### src/rtl/rf_wr_arbiter.sv
// Register-file write-port arbiter: Execute > LSU > debug, with an LSU starvation guard
// that stalls Execute. The granted write is registered onto the port one cycle later.
module rf_wr_arbiter #(
  parameter int REG_WIDTH     = 32,
  parameter int RF_ADDR_WIDTH = 5,
  parameter int STARVE_LIMIT  = 4,
  parameter int DISCARD_R0    = 1
) (
  input  logic                     clk,
  input  logic                     rst,
  input  logic                     exe_wr_en,
  input  logic [RF_ADDR_WIDTH-1:0] exe_wr_addr,
  input  logic [REG_WIDTH-1:0]     exe_wr_val,
  output logic                     exe_stall,
  input  logic                     lsu_wr_valid,
  output logic                     lsu_wr_ready,
  input  logic [RF_ADDR_WIDTH-1:0] lsu_wr_addr,
  input  logic [REG_WIDTH-1:0]     lsu_wr_val,
  input  logic                     dbg_wr_req,
  input  logic [RF_ADDR_WIDTH-1:0] dbg_wr_addr,
  input  logic [REG_WIDTH-1:0]     dbg_wr_val,
  output logic                     dbg_wr_ack,
  output logic                     rf_wr_en,
  output logic [RF_ADDR_WIDTH-1:0] rf_wr_addr,
  output logic [REG_WIDTH-1:0]     rf_wr_val
);

  typedef enum logic [1:0] {DBG_IDLE, DBG_ISSUE, DBG_WAIT} dbg_state_t;

  localparam logic [3:0] LIMIT = 4'(STARVE_LIMIT);

  function automatic logic [3:0] sat_inc(input logic [3:0] cnt);
    return (cnt >= LIMIT) ? LIMIT : cnt + 4'd1;
  endfunction

  dbg_state_t               r_dbg_state;
  logic [3:0]               r_starve;
  logic                     r_exe_stall;
  logic                     r_dbg_ack_p1;
  logic                     r_vld_p1;
  logic [RF_ADDR_WIDTH-1:0] r_addr_p1;
  logic [REG_WIDTH-1:0]     r_val_p1;

  logic                     w_lsu_ready;
  logic                     w_lsu_xfer;
  logic                     w_exe_gnt;
  logic                     w_dbg_gnt;
  logic                     w_vld_p0;
  logic [RF_ADDR_WIDTH-1:0] w_addr_p0;
  logic [REG_WIDTH-1:0]     w_val_p0;
  logic [3:0]               w_starve_nxt;

  // p0: grant selection; during a stall the LSU outranks Execute
  always_comb begin
    w_lsu_ready = lsu_wr_valid & ~rst & (~exe_wr_en | r_exe_stall);
    w_lsu_xfer  = lsu_wr_valid & w_lsu_ready;
    w_exe_gnt   = exe_wr_en & ~r_exe_stall & ~rst;
    w_dbg_gnt   = (r_dbg_state == DBG_ISSUE) & dbg_wr_req & ~exe_wr_en & ~w_lsu_xfer & ~rst;
    w_vld_p0    = w_lsu_xfer | w_exe_gnt | w_dbg_gnt;
    w_addr_p0   = dbg_wr_addr;
    w_val_p0    = dbg_wr_val;
    if (w_lsu_xfer) begin
      w_addr_p0 = lsu_wr_addr;
      w_val_p0  = lsu_wr_val;
    end else if (w_exe_gnt) begin
      w_addr_p0 = exe_wr_addr;
      w_val_p0  = exe_wr_val;
    end
    if (!lsu_wr_valid || w_lsu_xfer) w_starve_nxt = 4'd0;
    else                             w_starve_nxt = sat_inc(r_starve);
  end

  // p1: registered port, stall and debug handshake
  always_ff @(posedge clk) begin
    if (rst) begin
      r_dbg_state  <= DBG_IDLE;
      r_starve     <= 4'd0;
      r_exe_stall  <= 1'b0;
      r_dbg_ack_p1 <= 1'b0;
      r_vld_p1     <= 1'b0;
      r_addr_p1    <= '0;
      r_val_p1     <= '0;
    end else begin
      r_starve     <= w_starve_nxt;
      r_exe_stall  <= (w_starve_nxt == LIMIT);
      r_dbg_ack_p1 <= w_dbg_gnt;
      r_vld_p1     <= w_vld_p0 & ~((DISCARD_R0 != 0) && (w_addr_p0 == '0));
      if (w_vld_p0) begin
        r_addr_p1 <= w_addr_p0;
        r_val_p1  <= w_val_p0;
      end
      case (r_dbg_state)
        DBG_IDLE:  if (dbg_wr_req) r_dbg_state <= DBG_ISSUE;
        DBG_ISSUE: begin
          if (!dbg_wr_req)    r_dbg_state <= DBG_IDLE;
          else if (w_dbg_gnt) r_dbg_state <= DBG_WAIT;
        end
        DBG_WAIT:  if (!dbg_wr_req) r_dbg_state <= DBG_IDLE;
        default:   r_dbg_state <= DBG_IDLE;
      endcase
    end
  end

  assign lsu_wr_ready = w_lsu_ready;
  assign exe_stall    = r_exe_stall;
  assign dbg_wr_ack   = r_dbg_ack_p1;
  assign rf_wr_en     = r_vld_p1;
  assign rf_wr_addr   = r_addr_p1;
  assign rf_wr_val    = r_val_p1;

  // Execute writing while told to stall loses its write to the LSU
  a_exe_while_stall: assert property (@(posedge clk) disable iff (rst) !(exe_wr_en && r_exe_stall));

endmodule

### config.mk
export PLATFORM = sky130hd
export DESIGN_NAME = rf_wr_arbiter
export DESIGN_NICKNAME = d
export VERILOG_FILES = /design/src/rtl/rf_wr_arbiter.sv
export SDC_FILE = /design/constraint.sdc
export NUM_CORES = 1
export LEC_CHECK = 0
export ABC_AREA = 1
export BUFFER_PORTS_ARGS = -buffer_cell sky130_fd_sc_hd__buf_4
export CAP_MARGIN = 20
export CORE_AREA = 4 4 82 84
export CTS_CLUSTER_SIZE = 16
export DETAILED_ROUTE_END_ITERATION = 16
export DIE_AREA = 0 0 86 88
export PLACE_DENSITY_LB_ADDON = 0.15
export SYNTH_ARGS = -nofsm -noshare
export SYNTH_HDL_FRONTEND = slang
export SYNTH_SLANG_ARGS = --single-unit
### constraint.sdc
create_clock -name clk -period 1.4 [get_ports clk]
set_input_delay 0.07 -clock clk [delete_from_list [all_inputs] [get_ports clk]]
set_output_delay 0.07 -clock clk [all_outputs]
set_load 0.1 [all_outputs]
Yosys cells after proc, flatten, opt, wreduce, memory -nomap -nowiden. Index checks and enable logic that the tools add are counted. Widths: inputs -> output; s select.

Register bits after elaboration: 46. Output and inout port bits: 41. Word-level logic and storage cells: 49.

Equal/unequal tests: 6. Add/subtract/negate cells: 1. Muxes and demuxes: 11. Bitwise gates (word level): 18. Reductions and logical operators: 5. $lt $le $gt $ge: 1.

Operator list (number): $mux 32 (2); $and 1x1->1 (10); $mux 5 (2); $mux 2 (4); $mux 4 (2); $pmux 2 s3 (1); $logic_not 5->1 (1); $not 1->1 (5); $add 4x1->4 const B (1); $eq 4x3->1 const B (1); $ge 4x3->1 const B (1); $ne 2x2->1 const B (2); $ne 3x3->1 const B (1); $or 1x1->1 (3); $reduce_and 3->1 (1); $eq 2x1->1 const B (1); $eq 2x2->1 const B (1); $logic_not 2->1 (1); $logic_not 1->1 (1); $logic_or 1x1->1 (1).

Depth between registers and ports, before layout. Gate-level depths: netlist (run 1).

Depth after elaboration: 10. Gate-level depth with buffers: 9. Depth with buffers taken out: 9.

Worst setup path after synthesis (run 1). No wires, ideal clock.

Path kind: register -> output. From: reg r_exe_stall, in the netlist exe_stall. To: out lsu_wr_ready. Path slack: -0.846 ns. Data required time: 1.330 ns. Arrival time: 2.176 ns. Stages on the path, launching flop included: 6. Path through: dfxtp_1 inv_1 nand2_2 nand2_2 clkbuf_1 inv_1.

Longest elaborated chain between the ends: 2.

RTL lines: from (decl) (RTL line 38) `logic r_exe_stall;`; from (signal assigned) (RTL line 85) `r_exe_stall <= (w_starve_nxt == LIMIT);`; $or 1x1->1 (RTL line 55) `w_lsu_ready = lsu_wr_valid & ~rst & (~exe_wr_en | r_exe_stall);`; $and 1x1->1 (RTL line 55); to (decl) (RTL line 16) `output logic lsu_wr_ready,`.

No other way between the ends.

Worst setup path after layout (run 1). Same ends and word-level chain as after synthesis.

==> results.txt, run 1 <==
The flow ran to the end, and the final reports show no timing, DRC or antenna violations. In this run the mean area of a mapped cell was between 7 and 8 um^2. Setup violations remaining at the end of the flow were counted as 0. The row count is 28. The total CTS buffers came out at 5. The synthesized netlist devotes 0% of its cell area to XOR and XNOR gates.

The maximum net fanout on the critical path came out at 8. The number of global-route vias before repair is 2786. Setup repair after global routing could not meet its margin everywhere.

The insertion delay of the later-clocked pin in the worst-skew pair is 0.30 ns. Data on the critical path is required at its endpoint by around 1.3 ns. The fmax came out at roughly 0.72 GHz. At the end of the flow, the number of nets in the layout was 621. After Yosys synthesis, and, or, nand and nor cells account for 27.0% of the synthesized area. The chip height is 88 um.

Sequential elements use 37.9% of the synthesized area. The via count normalized by instance count came out at 4.92. The leakage component of the power came out at 2.01 nW. The worst clock skew on the final layout came out at 0.00993 ns. The remaining antenna violation count after routing came out at 0. Leaving out fill and tap cells, the most frequent cells in the layout are buf_4 (166), nand2_1 (80), dfxtp_1 (45). The share of the synthesized area in compound gates (AO/OA/AOI/OAI) came out at 23.9%.

The count of placed standard cells in the final layout, fillers left out came out at 580. After synthesis, the largest family of logic cells by area is simple AND/OR/NAND/NOR gates. The die outline width came out at 86 um. The share of synthesized registers carrying an async set or reset is 0%. The DRC violation count after routing came out at 0. The final design utilization is 68.9%. The kind of launch point of the worst setup path is a flop.

The worst setup path is captured at an output pin. The hold violation count in the final report is 0. The number of buffers inserted by port buffering came out at about 160. Max-cap violations in this run came to 0.

From synthesis to final layout, the design area changed by 68.0%. The smallest setup slack after layout came out at 0.00938 ns. The layout cell share with drive strength beyond 1 came out at 44.4%. The H-tree depth came out at 2.

The worst hold path class is in -> reg. The post-placement cell count is 561. The number of nets produced by synthesis came out at 457. Data arrives at the worst endpoint at 1.32 ns. The critical path's largest stage delay is 0.36 ns.

For this configuration, the core starts out at a cell density of 41.0%. The wire length of the first global-routing pass is 12000 um. The final antenna diode count came out at 0. After clock tree synthesis, the clock-pin slew on the worst setup and hold paths is 0.09 ns. The area enclosed by the die boundary is 7570 um^2. The area of the core came out at 5920 um^2. The hold slack came out at 0.0342 ns. The first detailed-routing pass took 4 iterations.

Summing every instance area after synthesis gives 2430 um^2. After Yosys synthesis, full adders, half adders and majority gates account for 0.515% of the synthesized area. The largest voltage drop on the vdd net is between 0.5 and 0.6 mV.

Global routing used 19.5% of the available tracks. The wire length per cell after detailed routing is 13.6 um. The initial antenna violation count came to 0. The number of max-slew violations in the final report came to 0.

The maximum count of clock buffers along a single path came out at 2. Prior to clock tree synthesis, the placed netlist has a worst setup slack of -0.00225 ns. The number of sinks handled by clock tree synthesis came out at 46. Power spread over the standard cell area amounts to around 1000 nW/um^2. The mux cell area share after synthesis is 0%. After layout, the worst path uses between 90% and 100% of the clock period. TritonCTS built the clock tree. The number of flops mapped to enable cells by yosys came out at 0. During synthesis, Yosys emitted a total of 0 warnings. The post-detailed-routing wire length is 7860 um. Entering global routing, the biggest net connects 36 pins. Leaving out fill and tap cells, the most frequent cell in the layout is buf_4.

The critical path in this run is classified as reg -> out. In this run the clock root is driven by a clkbuf_8. The sum of net half-perimeters after detailed placement came out at 5870 um.

The count of routing violations after the opening detailed-route iteration is 80. The count of vias placed by the detailed router is 2854. The top-level I/O count came out at 157. The global-route congestion overflow total is 0. For this design, the slowest cell found on the critical path is dfxtp_4. After synthesis the netlist holds a flip-flop and latch count of 46. The total of fill cells in the finished design came out at slightly above 500. The final period demand of the worst path came out at 1.39 ns. Routability-driven placement finished with a final weighted congestion of 0.795. Counting stages on the worst path, the most repeated cell is buf_12. Yosys mapped the design onto 30 distinct sky130hd cell types. The commonest register cell after synthesis is dfxtp_1. The post-synthesis cell count came out at 340. Traced cell by cell, the critical path runs through inv_4, nand2_4, nand2_8, buf_12, clkinvlp_4, buf_12.
cell families (layout without fill, tap and decap cells):
| kind of cell | Yosys count | after routing |
|---|---|---|
| DFF | 46 | 46 |
| buffers and inverters | 38 | 203 |
| AOI/OAI and AO/OA | 109 | 109 |
| other | 1 | 1 |
| and+or+nand+nor | 145 | 145 |
| adders and majority gates | 1 | 1 |
sequential cells by signal (all words and copies together) (netlist names):
signal / flops
rf_wr_en: 1
r_dbg_state: 2
exe_stall: 1
r_starve: 4
rf_wr_addr: 5
dbg_wr_ack: 1
rf_wr_val: 32
synthesized netlist by cell type (3+ instances only):
master	n	area (um^2)
inv_1	8	30.0
nand3_1	41	205
nand2_2	3	18.8
buf_6	9	101
o21ai_2	8	70.1
buf_4	7	52.6
buf_2	3	15.0
o21ai_0	38	190
nor2_1	4	15.0
nand2_1	82	308
o21ai_1	24	120
a21oi_1	37	185
clkbuf_1	5	18.8
dfxtp_1	46	921
report_power, final:
| group | switching [W] | internal (W) | total (W) |
|---|---|---|---|
| Sequential | 0.0000615 | 0.00142 | 0.00148 |
| Combinational | 0.00119 | 0.000606 | 0.00180 |
| Clock | 0.000459 | 0.000533 | 0.000991 |
final timing paths:
check / startpoint / end / slack (ns) / cells after the start
setup / recovery: exe_stall / lsu_wr_ready / 0.009 / 6
hold / removal: dbg_wr_req / r_dbg_state[0] / 0.03 / 3
setup reg to reg: exe_stall / rf_wr_en / 0.05 / 9
hold reg to reg: r_dbg_state[0] / r_dbg_state[0] / 0.50 / 1
area by class of cell:
cell class                      count  area [um^2]  area share [%]
Sequential cell                    46          925            22.7
Timing Repair Buffer              184         1590            38.9
Clock inverter                      3         43.8            1.07
Clock buffer                        5         68.8            1.69
Multi-Input combinational cell    256         1310            32.2
Inverter                           11         50.0            1.23
Tap cell                           75         93.8            2.30
critical path, delay by kind of cell, from the launching register on:
kind	cells	cell delay (ns)
buffers and inverters	4	0.47
and+or+nand+nor	2	0.19
DFF	1	0.36
timing repair:
action,4_1_cts,5_1_grt
buffers inserted,2,6
cloned,0,3
pin swaps,0,8
endpoints found under the setup margin,13,29
gates resized for setup,3,19
hold buffers,0,0
metal layers:
layer | routed length (um) | GRT usage, %
met1 | 3210 | 21.8
met5 | 0 | 0
met3 | 727 | 5.74
met2 | 3860 | 35.2
met4 | 59 | 6.62
stage by stage:
stage | instance area (um^2) | total power, W | TNS (ns)
after CTS | 3880 | 0.00425 | 0
after global routing | 4080 | 0.00448 | -0.279
final | 4080 | 0.00427 | 0
after floorplan | 2450 | 0.00270 | -0.0509
after detailed placement | 3730 | 0.00323 | -0.00385
after global placement | 3730 | 0.00321 | 0
Note: power is estimated with default switching activity, not from simulation.
==> run 2, diff against run 1 <==
--- a/config.mk
+++ b/config.mk
@@ -7,12 +7,12 @@
 export LEC_CHECK = 0
 export ABC_AREA = 1
 export BUFFER_PORTS_ARGS = -buffer_cell sky130_fd_sc_hd__buf_4
-export CAP_MARGIN = 20
 export CORE_AREA = 4 4 82 84
 export CTS_CLUSTER_SIZE = 16
 export DETAILED_ROUTE_END_ITERATION = 16
 export DIE_AREA = 0 0 86 88
-export PLACE_DENSITY_LB_ADDON = 0.15
+export PLACE_DENSITY = 0.77
+export RECOVER_POWER = 25
 export SYNTH_ARGS = -nofsm -noshare
 export SYNTH_HDL_FRONTEND = slang
 export SYNTH_SLANG_ARGS = --single-unit
==> results.txt, run 2 (synthesized netlist as in run 1, its figures left out) <==
The setup violation total in the final timing report is 0. The initial antenna violation count came to 0. Net switching is ~40% of the power. The floorplan has 28 rows.

The post-placement worst setup slack is -0.0418 ns. The fmax is 0.724 GHz. The area enclosed by the die boundary is ~7600 um^2. The cell depth of the worst min-delay path is 3. The multi-input combinational cells in the finished layout cover a total of 1340 um^2.

The start of the worst register-to-register path is exe_stall. TritonCTS built the clock tree. The library cells used most frequently in the layout, excluding fill and tap cells, are buf_4 (153), nand2_1 (79), dfxtp_1 (45).

The number of nets in the final layout came out at 628. The final antenna diode count came out at 0. The number of max-slew violations in the final report is 0. The source of the critical timing path is exe_stall. From synthesis to final layout, the design area changed by 70.9%. The leakage component of the power is 2.06 nW. The global-route congestion overflow total is 0. The die outline width is 86 um. The total iterations of the first detailed-routing run is 4. The clock transition at the register clock pins on the worst setup and hold paths after CTS is 0.09 ns. The maximum count of clock buffers along a single path is 2. The maximum net fanout on the critical path is 5. In this run, CTS created clock tree buffers numbering 5. At the worst endpoint, the required time is approximately 1.6 ns.

The H-tree depth came out at 2. Setup repair after global routing could not meet its margin everywhere. The hold slack is 0.0421 ns. After filler insertion, the fill cell instance count of the layout stands at 484.

Across the VDD grid, the largest voltage drop is slightly below 0.9 mV. The count of cells along the worst register-to-register path came out at 8. The hold violation count in the final report is 0. The final design utilization is 70.1%. The number of flip-flops in the largest register is 32. The final critical path takes up 98.7% of the cycle. The post-route setup TNS came out at 0 ns.

The overall track demand over capacity in global routing came out at 19.5%. The global placer's final weighted congestion came out at 0.775. The initial utilization of the core area, before any placement, comes to 41.0%.

CTS saw 46 sinks. Dividing the detail-routed wire length by the instance count gives 14.8 um. For flop-to-flop paths, the worst setup slack is 0.02 ns.

The sequential share of power is 34.2%. The number of maximum-capacitance violations came out at 0. The remaining antenna violation count after routing is 0. The endpoint identified for the worst register-to-register timing path is rf_wr_val[23]. The cell sitting at the root of the clock tree is a clkbuf_8. The top-level I/O count came out at 157.

Leaving out fill and tap cells, the most frequent cell in the layout is buf_4. The number of buffers inserted by port buffering is 156. The endpoint kind of the worst setup timing path is a flop.

The insertion delay of the later-clocked pin in the worst-skew pair came out at 0.29 ns. In the final layout, the share of cells above drive strength 1 is 45.3%. The smallest clock period supported by the final layout is computed as 1.38 ns. After detailed routing, the number of vias per cell comes to 5.07. STA classifies the critical path startpoint as a flop. The run finished with clean final reports. The largest net degree at the start of global routing came out at 30.

The sequential cell area is 925 um^2. On the final layout, the worst clock skew is 0.00552 ns. The sum of net half-perimeters after detailed placement is 5810 um. The critical path ends at rf_wr_val[23]. For this run, design rule violations remaining after detail routing come to 0. Headroom to the max-slew limit came out at about three fifths. The wire length of the first global-routing pass is 12000 um.

The area of the core came out at 5920 um^2. The tightest min-delay check is of the in -> reg type. The arrival time of data at the critical path endpoint is 1.57 ns. Across all setup checks in the final design, the least slack found is 0.0183 ns.

The cell area after placement is 3700 um^2. The number of global-route vias before repair is 2715. The chip height is around 88 um.

The count of vias placed by the detailed router is 2979. Wires add up to a little under 9000 um. The switching component of the power came out at 0.00174 W. The first routing iteration left 89 violations. The fraction of power consumed by combinational cells is 43.4%. The critical path start-end classification is reg -> reg.

Cell internal power was estimated by the tool at 0.00259 W. For this design the ratio of total power to cell area is 1040 nW/um^2. The relative contribution of the clock network to total power is 22.4%.

At the pin with the least slew margin, the transition time is 0.573 ns. The finished cells cover just over 4000 um^2.
## run 2: per-stage QoR
stage,total power [W],cells
floorplan,0.00270,340
global placement,0.00321,559
detailed placement,0.00323,559
CTS,0.00423,575
global route,0.00451,587
finish,0.00433,587
## run 2: per-layer routing
layer,global-route usage (%),vias to the layer above,share of wire (%)
li1,-,1506,-
met1,22.0,1347,38
met2,35.4,118,52
met3,6.11,8,8.5
met4,5.18,0,1.2
met5,0,-,0
## run 2: worst min path at each step
stage                               from        endpoint  slack (ns)
after CTS                     dbg_wr_req  r_dbg_state[0]        0.03
after floorplan               dbg_wr_req  r_dbg_state[0]        0.21
after detailed placement   lsu_wr_val[9]    rf_wr_val[9]        0.35
after global routing      lsu_wr_val[30]   rf_wr_val[30]        0.05
final                         dbg_wr_req  r_dbg_state[0]        0.04
after global placement        dbg_wr_req  r_dbg_state[0]        0.34
## run 2: power groups by stage
stage	combinational, W	clock [W]	sequential [W]
6_report	0.00188	0.000971	0.00148
2_1_floorplan	0.000438	0	0.00226
4_1_cts	0.00175	0.000997	0.00148
3_5_place_dp	0.00172	0	0.00151
5_1_grt	0.00197	0.00105	0.00149
3_3_place_gp	0.00170	0	0.00151
## run 2: what timing repair did
action | CTS | global route
gates resized for setup | 3 | 34
gates cloned | 1 | 7
pin swaps | 0 | 5
buffers inserted | 7 | 6
hold buffers | 0 | 0
hold endpoints to repair | 0 | 0
setup endpoints to repair | 25 | 35
## run 2: final cells by class
cell class	count	share of cell area [%]
clock buffers	6	1.75
clock inverters	2	0.874
inverters	11	1.27
multi-input cells	257	32.3
flip-flops and latches	46	22.3
well taps	75	2.26
repair buffers	190	39.3
## run 2: critical path, stage by stage, from the launching register on
cell and delay, ns:
dfxtp_4 0.36, inv_6 0.08, nand2_8 0.07, nand2_8 0.09, nand3_4 0.10, buf_12 0.16
clkbuf_16 0.15, o21ai_0 0.20, a21oi_1 0.07
==> run 3, diff against run 2 <==
--- a/config.mk
+++ b/config.mk
@@ -7,10 +7,10 @@
 export LEC_CHECK = 0
 export ABC_AREA = 1
 export BUFFER_PORTS_ARGS = -buffer_cell sky130_fd_sc_hd__buf_4
-export CORE_AREA = 4 4 82 84
+export CORE_AREA = 2 2 80 82
 export CTS_CLUSTER_SIZE = 16
 export DETAILED_ROUTE_END_ITERATION = 16
-export DIE_AREA = 0 0 86 88
+export DIE_AREA = 0 0 82 84
 export PLACE_DENSITY = 0.77
 export RECOVER_POWER = 25
 export SYNTH_ARGS = -nofsm -noshare
==> results.txt, run 3 (synthesized netlist as in run 1, its figures left out) <==
The area growth from synthesis to layout came out at 68.9%. The total iterations of the first detailed-routing run came out at 4. The final reports fail on negative setup slack.

The H-tree generated during clock tree synthesis spans 2 levels. The worst path required time is 1.64 ns. By startpoint and endpoint, the worst setup path is classified as reg -> reg. The leakage component of the power is 2.02 nW.

The overall track demand over capacity in global routing is 21.6%. The chip height is about 84 um. The die outline width came out at 82 um.

The insertion delay of the later-clocked pin in the worst-skew pair is 0.30 ns. Setup violations remaining at the end of the flow were counted as 2. The top-level I/O count came out at 157. The final layout contains routed wiring with a total length of 8400 um. The final antenna diode count came out at 0. The cell sitting at the root of the clock tree is a clkbuf_8. Clock skew on the completed layout was measured at 0.00461 ns. The number of hold buffers added after CTS is 0.

The worst path buffer plus inverter count is 4. The power density of the placed cells is 1020 nW/um^2. Once detailed placement completed, the half-perimeter wirelength came to 5490 um. The cell family contributing the most delay on the critical path is buffers and inverters. The total of fill cells in the finished design is 513. The largest net degree at the start of global routing came out at 48. The initial core utilization is 39.8%. The longest clock path from root to sink contains 2 buffers.

Dividing the detail-routed via count by the number of cells gives 5.15. The number of flip-flops in the largest register came out at 32. The layout cell share with drive strength beyond 1 came out at 45.5%. The library cells used most frequently in the layout, excluding fill and tap cells, are buf_4 (160), nand2_1 (75), dfxtp_1 (44). The clock transition at the register clock pins on the worst setup and hold paths after CTS is 0.09 ns.

The endpoint kind of the worst setup timing path is a flop. The fraction of power consumed by combinational cells came out at 44.3%. The switching component of the power came out at 0.00173 W. Walking the worst path, the cells encountered are inv_6, nand2_8, nor2_4, buf_12, buf_8, clkbuf_16, nand2_2, nand3_2, o21ai_1, a21oi_1. After detailed routing, the number of remaining DRC violations is 0.

The floorplan step defined a core boundary enclosing 6100 um^2. Setup repair after global routing could not meet its margin everywhere. The cell with the largest stage delay on the worst path is dfxtp_4. The finished cells cover 4100 um^2. The sequential cell area came out at 926 um^2. The worst hold path belongs to the class in -> reg. The worst setup path is launched from a flop. The most frequent standard cell in the layout excluding fill and tap cells is buf_4. The flow ran to the end, but the final reports show violations.

The number of nets in the final layout is 617. In this run, CTS created clock tree buffers numbering 5. The wire length of the first global-routing pass is 11700 um. The smallest setup slack after layout came out at -0.0130 ns. The post-placement worst setup slack came out at 0.0267 ns. The maximum net fanout on the critical path is 6. The internal power contribution came out at 0.00244 W.

The critical path's largest stage delay is 0.36 ns. The number of maximum-capacitance violations came out at 0. Sequential cells account for 35.5% of the total power. The detail route stage leaves a number of antenna-violating nets equal to 0.

For this design, the sink count on the clock tree is 46. The wire length per cell after detailed routing came out at 14.5 um. The worst reg-to-reg setup slack came out at -0.01 ns. The final critical path takes up 101% of the cycle.

The TritonCTS clock tree is yes. The clock network accounts for approximately a fifth of the total power. The arrival time of data at the critical path endpoint came out at 1.65 ns.

The number of buffers inserted by port buffering is 156. The multi-input logic area came out at 1360 um^2. The row count came out at 29.

The largest voltage drop on the vdd net came out at 0.509 mV. The routed design could run at a clock period as short as 1.41 ns. The hold violation count in the final report is 0. The initial antenna violation count came to 0. The fmax came out at 0.708 GHz. The number of max-slew violations in the final report is 0. In this run, the number of DRC markers left after iteration 0 of detailed routing was 77. Routability-driven placement finished with a final weighted congestion of 0.803. The global-route congestion overflow total is 0. Net switching is 41.4% of the power. The count of vias placed by the detailed router came out at roughly 3000. The cell area after placement is 3660 um^2. The area enclosed by the die boundary came out at 6890 um^2. The number of global-route vias before repair came out at roughly 2700.
run 3: cell types whose count changed in the layout (fill, tap and decap cells not counted), moves of 3 or more:
| cell | change |
|---|---|
| a21oi_2 | +3 |
| clkbuf_2 | -17 |
| a21oi_1 | -3 |
| buf_4 | +7 |
| o21ai_1 | -4 |
| o21ai_2 | -3 |
| nand2_2 | +3 |
| nand2_1 | -4 |
| o21ai_0 | +7 |
run 3: path summary, 6_finish.rpt:
| path | cells past startpoint | to | start |
|---|---|---|---|
| worst max-delay path | 10 | rf_wr_val[29] | exe_stall |
| worst max register to register | 10 | rf_wr_val[29] | exe_stall |
| worst min-delay path | 3 | r_dbg_state[0] | dbg_wr_req |
| worst min register to register | 1 | r_dbg_state[0] | r_dbg_state[0] |
run 3: final cells by class:
type | instances | area share, %
flip-flops and latches | 46 | 22.6
clock buffers | 7 | 2.10
multi-input cells | 257 | 33.1
clock inverters | 1 | 0.122
repair buffers | 179 | 38.5
well taps | 77 | 2.35
inverters | 11 | 1.28
run 3: worst reg2reg max path, cell delays in order, from the launching register on:
cell	delay [ns]
dfxtp_4	0.36
inv_6	0.08
nand2_8	0.08
nor2_4	0.13
buf_12	0.14
buf_8	0.11
clkbuf_16	0.14
nand2_2	0.05
nand3_2	0.05
o21ai_1	0.06
a21oi_1	0.14
run 3: stage by stage:
step	hold slack, ns	util, %	instances	power (W)	setup TNS [ns]
after detailed placement	0.349	60.0	558	0.00320	0
after floorplan	0.211	-	340	0.00270	-0.0509
after global placement	0.344	60.0	558	0.00318	0
final	0.0343	67.3	578	0.00417	-0.0245
after CTS	0.0205	62.7	568	0.00407	0
after global routing	0.0243	67.3	578	0.00436	-1.13
run 3: timing repair:
action | in CTS | in global routing
resized for setup | 7 | 34
pin swaps | 0 | 7
buffers inserted | 1 | 3
cloned | 1 | 7
setup endpoints to repair | 1 | 35
run 3: power groups by stage:
| stage | combinational (W) | clock (W) | sequential [W] |
|---|---|---|---|
| after floorplan | 0.000438 | 0 | 0.00226 |
| after CTS | 0.00172 | 0.000869 | 0.00148 |
| final | 0.00185 | 0.000844 | 0.00148 |
| after global routing | 0.00194 | 0.000925 | 0.00149 |
| after global placement | 0.00168 | 0 | 0.00150 |
| after detailed placement | 0.00169 | 0 | 0.00151 |
run 3: per-layer routing:
metal,global-route usage (%),wire [um]
met1,23.2,3130
met2,39.5,4460
met3,6.06,697
met4,7.42,117
met5,0,0
